### config.mk
export PLATFORM = sky130hd
export DESIGN_NAME = life_engine
export DESIGN_NICKNAME = d
export VERILOG_FILES = /design/src/rtl/life_pkg.sv /design/src/rtl/life_row.sv /design/src/rtl/life_engine.sv
export SDC_FILE = /design/constraint.sdc
export NUM_CORES = 1
export LEC_CHECK = 0
export BUFFER_PORTS_ARGS = -buffer_cell sky130_fd_sc_hd__buf_2
export CAP_MARGIN = 15
export CORE_MARGIN = 2
export CORE_UTILIZATION = 55
export DETAILED_ROUTE_END_ITERATION = 7
export PLACE_DENSITY = 0.73
export REMOVE_ABC_BUFFERS = 1
export SETUP_SLACK_MARGIN = 0.4
export SLEW_MARGIN = 20
export SYNTH_ARGS = -nofsm -noshare
export SYNTH_HDL_FRONTEND = slang
export SYNTH_SLANG_ARGS = --single-unit
### constraint.sdc
create_clock -name ph1 -period 8.85 [get_ports ph1]
set_input_delay 1.77 -clock ph1 [delete_from_list [all_inputs] [get_ports ph1]]
set_output_delay 1.77 -clock ph1 [all_outputs]
set_load 0.05 [all_outputs]
### src/rtl/life_pkg.sv
// Shared types and Game of Life rule constants for the life_engine block.
package life_pkg;

    typedef enum logic [1:0] {
        ST_IDLE   = 2'd0,
        ST_STEP   = 2'd1,
        ST_FINISH = 2'd2
    } life_state_t;

    localparam logic [3:0] BIRTH_N = 4'd3;
    localparam logic [3:0] SURV_LO = 4'd2;
    localparam logic [3:0] SURV_HI = 4'd3;

    function automatic logic cell_next(input logic alive, input logic [3:0] nbrs);
        if (alive) begin
            return (nbrs >= SURV_LO) && (nbrs <= SURV_HI);
        end
        return nbrs == BIRTH_N;
    endfunction

endpackage

### src/rtl/life_row.sv
// Combinational next-row generator; column wrap enabled by LIFE_WRAP_EN.
module life_row
    import life_pkg::*;
#(
    parameter int WIDTH = 8
) (
    input  logic [WIDTH-1:0] above_i,
    input  logic [WIDTH-1:0] cur_i,
    input  logic [WIDTH-1:0] below_i,
    output logic [WIDTH-1:0] next_o
);

    // Rows extended by one column on each side; ext[c+1] is column c.
    logic [WIDTH+1:0] above_e;
    logic [WIDTH+1:0] cur_e;
    logic [WIDTH+1:0] below_e;

`ifdef LIFE_WRAP_EN
    assign above_e = {above_i[0], above_i, above_i[WIDTH-1]};
    assign cur_e   = {cur_i[0],   cur_i,   cur_i[WIDTH-1]};
    assign below_e = {below_i[0], below_i, below_i[WIDTH-1]};
`else
    assign above_e = {1'b0, above_i, 1'b0};
    assign cur_e   = {1'b0, cur_i,   1'b0};
    assign below_e = {1'b0, below_i, 1'b0};
`endif

    always_comb begin
        logic [3:0] nbrs;
        nbrs   = '0;
        next_o = '0;
        for (int c = 0; c < WIDTH; c++) begin
            nbrs = {3'b0, above_e[c]} + {3'b0, above_e[c+1]} + {3'b0, above_e[c+2]}
                 + {3'b0, cur_e[c]}                          + {3'b0, cur_e[c+2]}
                 + {3'b0, below_e[c]} + {3'b0, below_e[c+1]} + {3'b0, below_e[c+2]};
            next_o[c] = cell_next(cur_i[c], nbrs);
        end
    end

endmodule

### src/rtl/life_engine.sv
// Row-serial Conway Life engine over a HEIGHT x WIDTH board.
// Toroidal board when LIFE_WRAP_EN is defined, dead border otherwise.
module life_engine
    import life_pkg::*;
#(
    parameter int WIDTH  = 8,
    parameter int HEIGHT = 8,
    parameter int GEN_W  = 8
) (
    input  logic                      ph1,
    input  logic                      reset_n,
    input  logic                      load_valid,
    input  logic [$clog2(HEIGHT)-1:0] load_row,
    input  logic [WIDTH-1:0]          load_data,
    output logic                      load_ready,
    input  logic                      start,
    input  logic [GEN_W-1:0]          gens,
    output logic                      busy,
    output logic                      done,
    output logic                      stable,
    output logic [GEN_W-1:0]          gen_count,
    input  logic [$clog2(HEIGHT)-1:0] rd_row,
    output logic [WIDTH-1:0]          rd_data
);

    localparam int ROW_W = $clog2(HEIGHT);
    localparam logic [ROW_W-1:0] LAST_ROW = ROW_W'(HEIGHT - 1);

    life_state_t      state_q, state_d;
    logic [WIDTH-1:0] board_q [HEIGHT];
    logic [WIDTH-1:0] prev_q;
    logic [WIDTH-1:0] row0_q;
    logic [ROW_W-1:0] row_q;
    logic [GEN_W-1:0] gens_left_q;
    logic [GEN_W-1:0] gen_count_q;
    logic             stable_q;
    logic             changed_q;

    logic [WIDTH-1:0] above_row;
    logic [WIDTH-1:0] cur_row;
    logic [WIDTH-1:0] below_row;
    logic [WIDTH-1:0] next_row;
    logic             gen_end;
    logic             gen_changed;

    // Rows above row_q are already rewritten, so the original previous row and
    // original row 0 come from the shadows; rows below are still untouched.
    always_comb begin
        cur_row = board_q[row_q];
        if (row_q == '0) begin
`ifdef LIFE_WRAP_EN
            above_row = board_q[LAST_ROW];
`else
            above_row = '0;
`endif
        end else begin
            above_row = prev_q;
        end
        if (row_q == LAST_ROW) begin
`ifdef LIFE_WRAP_EN
            below_row = row0_q;
`else
            below_row = '0;
`endif
        end else begin
            below_row = board_q[row_q + ROW_W'(1)];
        end
    end

    life_row #(.WIDTH(WIDTH)) u_row (
        .above_i (above_row),
        .cur_i   (cur_row),
        .below_i (below_row),
        .next_o  (next_row)
    );

    assign gen_end     = (state_q == ST_STEP) && (row_q == LAST_ROW);
    assign gen_changed = changed_q || (next_row != cur_row);

    always_comb begin
        state_d = state_q;
        case (state_q)
            ST_IDLE: begin
                if (start) begin
                    state_d = (gens == '0) ? ST_FINISH : ST_STEP;
                end
            end
            ST_STEP: begin
                if (gen_end && (!gen_changed || gens_left_q == GEN_W'(1))) begin
                    state_d = ST_FINISH;
                end
            end
            default: state_d = ST_IDLE;
        endcase
    end

    always_ff @(posedge ph1 or negedge reset_n) begin
        if (!reset_n) begin
            state_q     <= ST_IDLE;
            for (int r = 0; r < HEIGHT; r++) begin
                board_q[r] <= '0;
            end
            prev_q      <= '0;
            row0_q      <= '0;
            row_q       <= '0;
            gens_left_q <= '0;
            gen_count_q <= '0;
            stable_q    <= 1'b0;
            changed_q   <= 1'b0;
        end else begin
            state_q <= state_d;
            case (state_q)
                ST_IDLE: begin
                    if (load_valid && (int'(load_row) < HEIGHT)) begin
                        board_q[load_row] <= load_data;
                    end
                    if (start) begin
                        gens_left_q <= gens;
                        gen_count_q <= '0;
                        stable_q    <= 1'b0;
                        changed_q   <= 1'b0;
                        row_q       <= '0;
                    end
                end
                ST_STEP: begin
                    board_q[row_q] <= next_row;
                    prev_q         <= cur_row;
                    if (row_q == '0) begin
                        row0_q <= cur_row;
                    end
                    if (gen_end) begin
                        row_q       <= '0;
                        changed_q   <= 1'b0;
                        stable_q    <= !gen_changed;
                        gens_left_q <= gens_left_q - GEN_W'(1);
                        if (gen_count_q != '1) begin
                            gen_count_q <= gen_count_q + GEN_W'(1);
                        end
                    end else begin
                        row_q     <= row_q + ROW_W'(1);
                        changed_q <= gen_changed;
                    end
                end
                default: ;
            endcase
        end
    end

    assign load_ready = (state_q == ST_IDLE);
    assign busy       = (state_q != ST_IDLE);
    assign done       = (state_q == ST_FINISH);
    assign stable     = stable_q;
    assign gen_count  = gen_count_q;
    assign rd_data    = (int'(rd_row) < HEIGHT) ? board_q[rd_row] : '0;

endmodule

==> PnR_summary.wiki, run 1 <==
{| class="wikitable"
! Metric !! Value
|-
| Synthesized instance count || 750
|-
| Wire length of the first global-routing pass || 35,600 um
|-
| Ratio of cells with drive above 1 in the final layout || 16.9%
|-
| Placeable Area || 0.0132 sq mm
|-
| Number of distinct library cell variants in the gate-level netlist after synthesis || 63
|-
| Place WS || 2970 ps
|-
| Final number of setup-violating endpoints || 0
|-
| DRC marker count from the first detailed-route iteration || 821
|-
| Post-detailed-route wirelength per cell || 23.9 um
|-
| Initial core utilization || 56.2%
|-
| Grt ovf || 0
|-
| H-tree levels || 3
|-
| Number of buffers on the longest clock path || 2
|-
| Total of fill cells in the finished design || 1,134
|-
| Reported max-cap violation count || 0
|-
| Post-route minimum period || 5880 ps
|-
| Startpoint type of the worst setup path || flop
|-
| Largest net degree at the start of global routing || 62
|-
| Final Worst Setup Slack || 2970 ps
|-
| Total half-perimeter wirelength after legalization and detailed placement || 15,900 um
|-
| Total count of max-transition violations in the final report || 0
|-
| Area growth from synthesis to layout || 8.46%
|-
| Clock buffer count from CTS || 9
|-
| Die footprint || 0.0144 sq mm
|-
| Number of synthesized register bits || 95
|-
| Post-synth top flop || dfrtp_1
|-
| Final hold slack || 493 ps
|-
| Leading cell types by total area after synthesis || dfrtp_1 32%, mux4_2 11%, fa_1 6.8%, a22oi_1 5.0%, nand2_1 4.9%
|-
| Total Routed Length || 22,800 um
|-
| Worst Path Max Fanout || 27
|-
| Clock network latency to the later pin of the worst-skew pair || 360 ps
|-
| Number of I/O port buffers || 45
|-
| Post-synthesis cell type with the largest combined area || dfrtp_1
|-
| Fraction of registers with async set/reset || 100%
|-
| Hold buffer count at cts || 0
|-
| Via Count || 6,468
|-
| Min-Delay Path Class || flop to flop
|-
| Arrival time of the worst setup path || 6170 ps
|-
| Total clock sinks || 95
|-
| Routability cong. || 0.966
|-
| Max stage delay on crit path || 820 ps
|-
| Vias per std cell || 6.79
|-
| Maximum frequency from static timing analysis || 170 MHz
|-
| Final total negative setup slack || 0 ps
|-
| Fin Clk Skew || 7.42 ps
|-
| First-pass iteration count of the detailed router || 6
|-
| Layout Nets || 850
|-
| Status || complete, no violations
|-
| Levels on crit path || 15
|-
| Critical-path cell with the highest stage delay || dfrtp_2
|-
| Die outline width || 120 um
|-
| Root buffer selected by CTS || clkbuf_16
|-
| Gate family responsible for the most delay along the worst path || adder cells
|-
| Number of antenna violations at the first check in global routing || 0
|-
| Worst setup path class || flop to flop
|-
| Antenna Diode Count || 0
|-
| Cell Area, Synth || 0.00741 sq mm
|-
| Share of the synthesized area in the top cell type || 32.1%
|-
| Number of flops mapped to enable cells by yosys || 0
|-
| Number of primary I/O pins || 46
|-
| ANT nets after route || 0
|-
| Synth warnings || 0
|-
| Clk slew on worst S/H paths || 70 ps
|-
| Setup bufs post-CTS || 0
|-
| Post-synthesis average cell area || 9.88 sq um
|-
| Bufs and invs on worst path || 1
|-
| Pin slew with the least headroom to its limit || 1180 ps
|-
| Clock tree from TritonCTS || built
|-
| Endpoint type of the worst setup path || flop
|-
| Height of the die || 120 um
|-
| Relative slew slack || 21.3%
|-
| Number of global-route vias before repair || 6,321
|-
| Unrepaired setup endpoints after global routing || false
|-
| Gates resized, CTS repair || 0
|-
| DRC violations left || 0
|-
| Depth of the most critical reg-to-reg path || 15
|-
| Number of cells traversed by the worst hold path || 2
|-
| Cell row count || 42
|-
| Most frequent cell on the critical path || fa_1
|-
| Share of the cycle needed by the critical path after routing || 66.4%
|-
| Required arrival time at the worst endpoint || 9150 ps
|-
| Fraction of the yosys area taken by sequential cells || 32.1%
|-
| Crit-path cells || buf_4 -> nand2b_1 -> o22ai_1 -> a211oi_1 -> fa_1 -> fa_1 -> fa_1 -> fa_1 -> nor2_1 -> a31oi_1 -> or2_2 -> mux2i_1 -> nand4_1 -> or4_4 -> a21oi_2
|-
| Total global-route track usage || 33.1%
|-
| Final Hold Vio Count || 0
|}
-- layout by cell type (no fill, tap or decap), drive strengths merged, types with 5 or more instances in the layout --
cell | netlist | layout
nand2 | 97 | 97
dfrtp | 95 | 95
o21ai | 71 | 71
buf | 12 | 51
a22oi | 49 | 49
inv | 45 | 45
mux4 | 37 | 37
nor2 | 32 | 32
ha | 28 | 28
mux2i | 27 | 27
fa | 25 | 25
a21oi | 17 | 17
and2 | 16 | 16
o221ai | 15 | 15
nand2b | 13 | 13
xor2 | 12 | 12
clkbuf | 29 | 11
mux2 | 10 | 10
nor3 | 10 | 10
o21a | 10 | 10
a21o | 9 | 9
nor2b | 9 | 9
nand3 | 9 | 9
and3 | 7 | 7
a31oi | 6 | 6
a2bb2oi | 6 | 6
or2 | 5 | 5
a211oi | 5 | 5
-- layout make-up --
class | count | area (sq um) | share of cell area (%)
multi-input combinational | 568 | 4670 | 58.1
clock buffer | 11 | 243 | 3.02
tap | 176 | 220 | 2.74
sequential | 95 | 2380 | 29.6
clock inverter | 5 | 81.3 | 1.01
timing repair buffer | 51 | 273 | 3.40
inverter | 46 | 173 | 2.15
-- worst paths after layout --
path | slack [ps] | from | endpoint
max | 2970 | row_q[0] | state_q[1]
min | 490 | prev_q[1] | prev_q[1]
max reg2reg | 2970 | row_q[0] | state_q[1]
min reg2reg | 490 | prev_q[1] | prev_q[1]
max in group asynchronous | 6280 | reset_n | board_q[60]
min in group asynchronous | 1380 | reset_n | prev_q[5]
-- state kept, by name (all words and copies together), names as in the netlist --
name / count
prev_q: 8
stable: 1
board_q: 64
gens_left_q: 8
gen_count: 8
row_q: 3
state_q: 2
changed_q: 1
-- worst register-to-register path: cells and delay by family (launching register included) --
kind	cells	cell delay [ps]
compound gates	4	1140
flops	1	820
mux	1	130
fa+ha+maj	4	1850
buf+inv	1	500
simple gates	5	1380
-- Yosys cell counts (all sizes together), types with 2 or more instances --
library cell	instances
a2111oi	3
a211oi	5
a21o	9
a21oi	17
a22o	3
a22oi	49
a2bb2oi	6
a31o	2
a31oi	6
a32oi	4
and2	16
and3	7
buf	12
clkbuf	29
dfrtp	95
fa	25
ha	28
inv	45
mux2	10
mux2i	27
mux4	37
nand2	97
nand2b	13
nand3	9
nand4	4
nor2	32
nor2b	9
nor3	10
nor3b	3
nor4	4
o21a	10
o21ai	71
o221ai	15
o22ai	2
o32ai	2
or2	5
or3	2
xor2	12
-- routing by layer --
layer / GRT usage [%] / part of all wire [%] / vias to the layer above
li1: - / - / 2805
met4: 14.3 / 4.7 / 0
met5: 0 / 0 / -
met3: 8.32 / 10 / 82
met1: 45.6 / 39 / 3204
met2: 50.0 / 46 / 377
-- metrics by stage --
stage	cells	cell area, sq um	util, %
floorplan	709	7210	-
CTS	952	8030	60.9
finish	952	8030	60.9
detailed placement	936	7710	58.5
global placement	936	7710	58.5
global route	952	8030	60.9
-- logic make-up (layout without fill, tap and decap cells) --
| group | count (synthesis) | count (layout) | share of synthesized area [%] |
|---|---|---|---|
| adder cells (fa/ha/maj) | 53 | 53 | 11.5 |
| multiplexers | 74 | 74 | 16.8 |
| flip-flops | 95 | 95 | 32.1 |
| AO/OA/AOI/OAI | 211 | 211 | 19.3 |
| buffers and inverters | 87 | 113 | 4.95 |
| AND/OR/NAND/NOR | 217 | 217 | 13.9 |
| XOR/XNOR | 13 | 13 | 1.54 |
Power of run 1 is left out: the tool's default activity adds up to more than one toggle a clock period on the data nets, which glitch-free logic cannot reach.
==> run 2, diff against run 1 <==
- PLACE_DENSITY: 0.73 -> 0.76
- clock period: 8.85 -> 5 ns (I/O delays scaled with it)
==> PnR_summary.wiki, run 2 (synthesized netlist as in run 1, its figures left out) <==
{| class="wikitable"
! Metric !! Value
|-
| Number of buffers on the longest clock path || 2
|-
| Area growth from synthesis to layout || 14.3%
|-
| Number of primary I/O pins || 46
|-
| Total Routed Length || 23,000 um
|-
| Via Count || 6,660
|-
| Wire length of the first global-routing pass || 36,000 um
|-
| Number of antenna violations at the first check in global routing || 0
|-
| Clk slew on worst S/H paths || 70 ps
|-
| Clock buffer count from CTS || 9
|-
| Hold_sp || prev_q[1]
|-
| Relative slew slack || 22.6%
|-
| Final number of setup-violating endpoints || 0
|-
| Total clock sinks || 95
|-
| R2r startpoint || row_q[0]
|-
| Unrepaired setup endpoints after global routing || true
|-
| Die outline width || 120 um
|-
| Root buffer selected by CTS || clkbuf_16
|-
| Initial core utilization || 56.2%
|-
| Most frequent standard cell in the layout excluding fill and tap cells || dfrtp_1
|-
| Final Hold Vio Count || 0
|-
| Hold buffer count at cts || 0
|-
| Ratio of cells with drive above 1 in the final layout || 25.2%
|-
| Layout Nets || 877
|-
| Crit-path cells || buf_12 -> buf_4 -> mux2i_2 -> o22ai_2 -> a211oi_2 -> fa_1 -> fa_1 -> fa_2 -> fa_2 -> nor2_2 -> a31oi_2 -> or2_4 -> mux2i_2 -> nand4_1 -> or4_4 -> a21oi_2
|-
| Grt ovf || 0
|-
| Number of cells traversed by the worst hold path || 2
|-
| Biggest register || board_q
|-
| Largest net degree at the start of global routing || 73
|-
| Reported max-cap violation count || 0
|-
| Maximum frequency from static timing analysis || 215 MHz
|-
| Cell row count || 42
|-
| Die footprint || 0.0144 sq mm
|-
| Total half-perimeter wirelength after legalization and detailed placement || 15,900 um
|-
| Post-detailed-route wirelength per cell || 23.5 um
|-
| Number of I/O port buffers || 45
|-
| Total global-route track usage || 33.0%
|-
| Min-Delay Path Class || flop to flop
|-
| Flip-flop count of the largest register, all copies and words added || 64
|-
| FF-to-FF End || state_q[1]
|-
| Number of global-route vias before repair || 6,644
|-
| Gate family responsible for the most delay along the worst path || adder cells
|-
| Critical-path cell with the highest stage delay || fa_1
|-
| Top library cells by usage in the layout, fill and taps aside || 94 x dfrtp_1, 91 x nand2_1, 69 x o21ai_0, 48 x a22oi_1, 44 x buf_2
|-
| Required arrival time at the worst endpoint || 5290 ps
|-
| Endpoint type of the worst setup path || flop
|-
| Startpoint type of the worst setup path || flop
|-
| Routability cong. || 0.961
|-
| Pin slew with the least headroom to its limit || 1160 ps
|-
| First-pass iteration count of the detailed router || 5
|-
| Final hold slack || 493 ps
|-
| Total of fill cells in the finished design || 1,036
|-
| Total count of max-transition violations in the final report || 0
|-
| Worst Path Max Fanout || 9
|-
| Arrival time of the worst setup path || 4940 ps
|-
| ANT nets after route || 0
|-
| Fin Clk Skew || 10.4 ps
|-
| Depth of the most critical reg-to-reg path || 16
|-
| Share of the cycle needed by the critical path after routing || 92.9%
|-
| Worst setup path class || flop to flop
|-
| Worst reg2reg setup slack || 350 ps
|-
| Bufs and invs on worst path || 2
|-
| Status || complete, no violations
|-
| Placeable Area || 0.0132 sq mm
|-
| Height of the die || 120 um
|-
| Post-route minimum period || 4650 ps
|-
| Clock tree from TritonCTS || built
|-
| Endpoint of the worst hold path || prev_q[1]
|-
| DRC marker count from the first detailed-route iteration || 716
|-
| Max stage delay on crit path || 530 ps
|-
| DRC violations left || 0
|-
| H-tree levels || 3
|-
| Clock network latency to the later pin of the worst-skew pair || 360 ps
|-
| Vias per std cell || 6.80
|-
| Antenna Diode Count || 0
|}
## run 2: changes by cell type in the layout (fill, tap and decap cells not counted), sizes merged
cell,previous run,this run
buf,51,78
bufinv,2,0
clkbuf,11,12
clkinvlp,1,2
## run 2: worst register-to-register path: stages (launching register included)
cell and delay [ps]:
dfrtp_2 460, buf_12 160, buf_4 150, mux2i_2 190
o22ai_2 110, a211oi_2 280, fa_1 490, fa_1 530
fa_2 430, fa_2 360, nor2_2 100, a31oi_2 100
or2_4 250, mux2i_2 210, nand4_1 160, or4_4 460
a21oi_2 150
## run 2: final cells by class
cell class	count	area [sq um]	share of cell area [%]
multi-input cells	568	4860	57.4
well taps	176	220	2.60
clock inverters	4	30.0	0.355
inverters	46	180	2.13
repair buffers	78	552	6.52
flip-flops and latches	95	2380	28.1
clock buffers	12	246	2.91
## run 2: worst max-delay path by stage
stage	cells past startpoint	from	to
floorplan	15	row_q[0]	state_q[1]
global placement	15	row_q[1]	state_q[1]
detailed placement	15	row_q[1]	state_q[1]
CTS	15	row_q[0]	state_q[1]
global route	18	row_q[0]	state_q[1]
finish	16	row_q[0]	state_q[1]
## run 2: what timing repair did
action,CTS,global route
pin swaps,7,22
setup buffers,6,4
setup endpoints to repair,5,5
resized for setup,21,36
cloned,2,0
## run 2: per-layer routing
layer | vias up | part of all wire (%) | routed length, um | GRT usage [%]
li1 | 2866 | - | - | -
met1 | 3325 | 37 | 8600 | 41.9
met2 | 380 | 48 | 11000 | 51.6
met3 | 89 | 10 | 2340 | 9.98
met4 | 0 | 4.6 | 1050 | 16.0
met5 | - | 0 | 0 | 0
## run 2: through the flow
| step | utilization [%] | std cells | TNS (ps) | instance area, sq um | setup slack (ps) |
|---|---|---|---|---|---|
| 6_report | 64.2 | 979 | 0 | 8470 | 353 |
| 5_1_grt | 64.2 | 979 | 0 | 8470 | 263 |
| 4_1_cts | 62.9 | 975 | 0 | 8300 | 400 |
| 3_5_place_dp | 59.5 | 951 | 0 | 7850 | 69.3 |
| 3_3_place_gp | 59.5 | 951 | 0 | 7850 | 185 |
| 2_1_floorplan | - | 709 | -27570 | 7210 | -1050 |
Power of run 2 is left out for the same reason.
==> run 3, diff against run 2 <==
- ABC_AREA: default -> 1
- CTS_BUF_LIST: default -> sky130_fd_sc_hd__clkbuf_16
==> PnR_summary.wiki, run 3 <==
{| class="wikitable"
! Metric !! Value
|-
| Status || complete, no violations
|-
| Final number of setup-violating endpoints || 0
|-
| Fraction of registers with async set/reset || 100%
|-
| Crit-path cells || buf_12 -> ha_1 -> ha_1 -> clkinvlp_4 -> nand3_1 -> nand3_2 -> fa_1 -> fa_2 -> fa_2 -> o21bai_1 -> a21oi_2 -> a21boi_2 -> nand2_1 -> a22oi_1
|-
| Largest net degree at the start of global routing || 78
|-
| Clock tree from TritonCTS || built
|-
| Total clock sinks || 95
|-
| Share of the cycle needed by the critical path after routing || 87.2%
|-
| Max stage delay on crit path || 540 ps
|-
| Post-route minimum period || 4360 ps
|-
| Leading post-synthesis cells by instance count || 257 x nand2_1, 168 x inv_1, 127 x a21oi_1
|-
| Clock buffer count from CTS || 9
|-
| Critical-path cell with the highest stage delay || fa_1
|-
| R2r startpoint || row_q[0]
|-
| Die footprint || 0.0158 sq mm
|-
| Startpoint type of the worst setup path || flop
|-
| Placeable Area || 0.0145 sq mm
|-
| Number of primary I/O pins || 46
|-
| Pin slew with the least headroom to its limit || 1130 ps
|-
| Post-synth top flop || dfrtp_1
|-
| Via Count || 8,395
|-
| Fin Clk Skew || 10.7 ps
|-
| Most frequent standard cell in the layout excluding fill and tap cells || nand2_1
|-
| Leading cell types by total area after synthesis || dfrtp_1 29%, nand2_1 12%, a21oi_1 7.8%, inv_1 7.7%, fa_1 6.1%
|-
| Cell row count || 44
|-
| Number of flops mapped to enable cells by yosys || 0
|-
| Ratio of cells with drive above 1 in the final layout || 15.2%
|-
| Initial core utilization || 56.1%
|-
| Reported max-cap violation count || 0
|-
| Layout Nets || 1,243
|-
| Top library cells by usage in the layout, fill and taps aside || 253 x nand2_1, 166 x inv_1, 124 x a21oi_1, 94 x dfrtp_1, 89 x o21ai_0
|-
| Post-synthesis average cell area || 7.18 sq um
|-
| Footprint of the multi-input gates || 0.00493 sq mm
|-
| Unrepaired setup endpoints after global routing || false
|-
| Clk slew on worst S/H paths || 70 ps
|-
| ANT nets after route || 0
|-
| Gate family responsible for the most delay along the worst path || adder cells
|-
| Total half-perimeter wirelength after legalization and detailed placement || 17,500 um
|-
| Number of distinct library cell variants in the gate-level netlist after synthesis || 51
|-
| Number of synthesized register bits || 95
|-
| DRC violations left || 0
|-
| Number of I/O port buffers || 45
|-
| Share of the synthesized area in the top cell type || 29.2%
|-
| Root buffer selected by CTS || clkbuf_16
|-
| Arrival time of the worst setup path || 4630 ps
|-
| DRC marker count from the first detailed-route iteration || 1,160
|-
| Number of global-route vias before repair || 8,066
|-
| Wire length of the first global-routing pass || 41,500 um
|-
| Worst Path Max Fanout || 39
|-
| Most common cell in the synthesized netlist || nand2_1
|-
| FF-to-FF End || board_q[19]
|-
| H-tree levels || 3
|-
| Vias per std cell || 6.20
|-
| Height of the die || 126 um
|-
| Antenna Diode Count || 0
|-
| Total Routed Length || 26,500 um
|-
| Maximum frequency from static timing analysis || 229 MHz
|-
| Share of the core filled with cells || 61.6%
|-
| Total of fill cells in the finished design || 1,349
|-
| Total count of max-transition violations in the final report || 0
|-
| First-pass iteration count of the detailed router || 7
|-
| Relative slew slack || 24.6%
|-
| Depth of the most critical reg-to-reg path || 14
|-
| Area growth from synthesis to layout || 9.81%
|-
| Grt ovf || 0
|-
| Number of cells traversed by the worst hold path || 2
|-
| Number of buffers on the longest clock path || 2
|-
| Post-detailed-route wirelength per cell || 19.6 um
|-
| Die outline width || 126 um
|-
| Final hold slack || 488 ps
|-
| Biggest register || board_q
|-
| Flip-flop count of the largest register, all copies and words added || 64
|-
| Routability cong. || 0.973
|-
| Required arrival time at the worst endpoint || 5270 ps
|-
| Total global-route track usage || 33.4%
|-
| Min-Delay Path Class || flop to flop
|-
| Endpoint type of the worst setup path || flop
|-
| Bufs and invs on worst path || 2
|-
| Synthesized instance count || 1,136
|-
| Clock network latency to the later pin of the worst-skew pair || 360 ps
|-
| Worst setup path class || flop to flop
|-
| Synth warnings || 0
|-
| Endpoint of the worst hold path || prev_q[6]
|-
| Fraction of the yosys area taken by sequential cells || 29.2%
|-
| Final Hold Vio Count || 0
|-
| Cell Area, Synth || 0.00815 sq mm
|-
| Register cell area after layout || 0.00238 sq mm
|-
| Hold_sp || prev_q[6]
|-
| Post-synthesis cell type with the largest combined area || dfrtp_1
|-
| Worst reg2reg setup slack || 640 ps
|-
| Number of antenna violations at the first check in global routing || 0
|}
run 3: cell types whose count changed in the layout (fill, tap and decap cells not counted), sizes merged, moves of 27 or more:
| cell | change |
|---|---|
| nor2 | +30 |
| mux4 | -37 |
| inv | +136 |
| a21oi | +117 |
| nand3 | +52 |
| mux2i | -27 |
| o21ai | +27 |
| nand2 | +167 |
run 3: cell families (layout without fill, tap and decap cells):
group | count (synthesis) | count (layout) | share of synthesized area, %
compound gates | 333 | 333 | 24.3
xor+xnor | 8 | 8 | 0.859
buf+inv | 231 | 264 | 12.1
fa+ha+maj | 53 | 53 | 10.4
simple gates | 416 | 416 | 23.1
flops | 95 | 95 | 29.2
run 3: worst register-to-register path, delay by kind of cell, from the launching register on:
| kind | cells | cell delay [ps] |
|---|---|---|
| buffers and inverters | 2 | 430 |
| DFF | 1 | 470 |
| AOI/OAI and AO/OA | 4 | 980 |
| and+or+nand+nor | 3 | 440 |
| adders and majority gates | 5 | 1950 |
run 3: timing repair:
item	CTS	global route
pin swaps	0	14
hold buffers	0	0
setup buffers	0	7
cloned	0	1
setup endpoints to repair	10	50
resized for setup	4	46
run 3: final cells by class:
cell class | count | area share [%]
Clock buffer | 9 | 2.52
Clock inverter | 7 | 0.475
Inverter | 182 | 7.87
Multi-Input combinational cell | 810 | 55.0
Sequential cell | 95 | 26.6
Tap cell | 184 | 2.57
Timing Repair Buffer | 66 | 4.96
run 3: metrics by stage:
step / setup TNS, ps / std cells / setup WS (ps) / instance area (sq um)
finish: 0 / 1353 / 639 / 8950
global route: 0 / 1353 / 369 / 8950
CTS: 0 / 1345 / 453 / 8720
detailed placement: 0 / 1329 / 331 / 8440
global placement: 0 / 1329 / 457 / 8440
floorplan: -31800 / 1087 / -853 / 7860
run 3: how the worst max path moves through the flow:
stage	startpoint	endpoint	slack (ps)	cells past startpoint
final	row_q[0]	board_q[19]	640	14
after global routing	row_q[0]	state_q[0]	370	25
after global placement	row_q[1]	state_q[0]	460	25
after CTS	row_q[0]	state_q[1]	450	25
after detailed placement	row_q[1]	state_q[0]	330	25
after floorplan	row_q[0]	state_q[0]	-850	21
run 3: metal layers:
metal / up-vias / track usage [%] / wire length, um
met5: - / 0 / 0
met4: 0 / 20.9 / 1440
met3: 131 / 6.37 / 2760
met2: 567 / 52.4 / 12200
met1: 3868 / 42.6 / 10200
li1: 3829 / - / -
Power of run 3 is left out for the same reason.
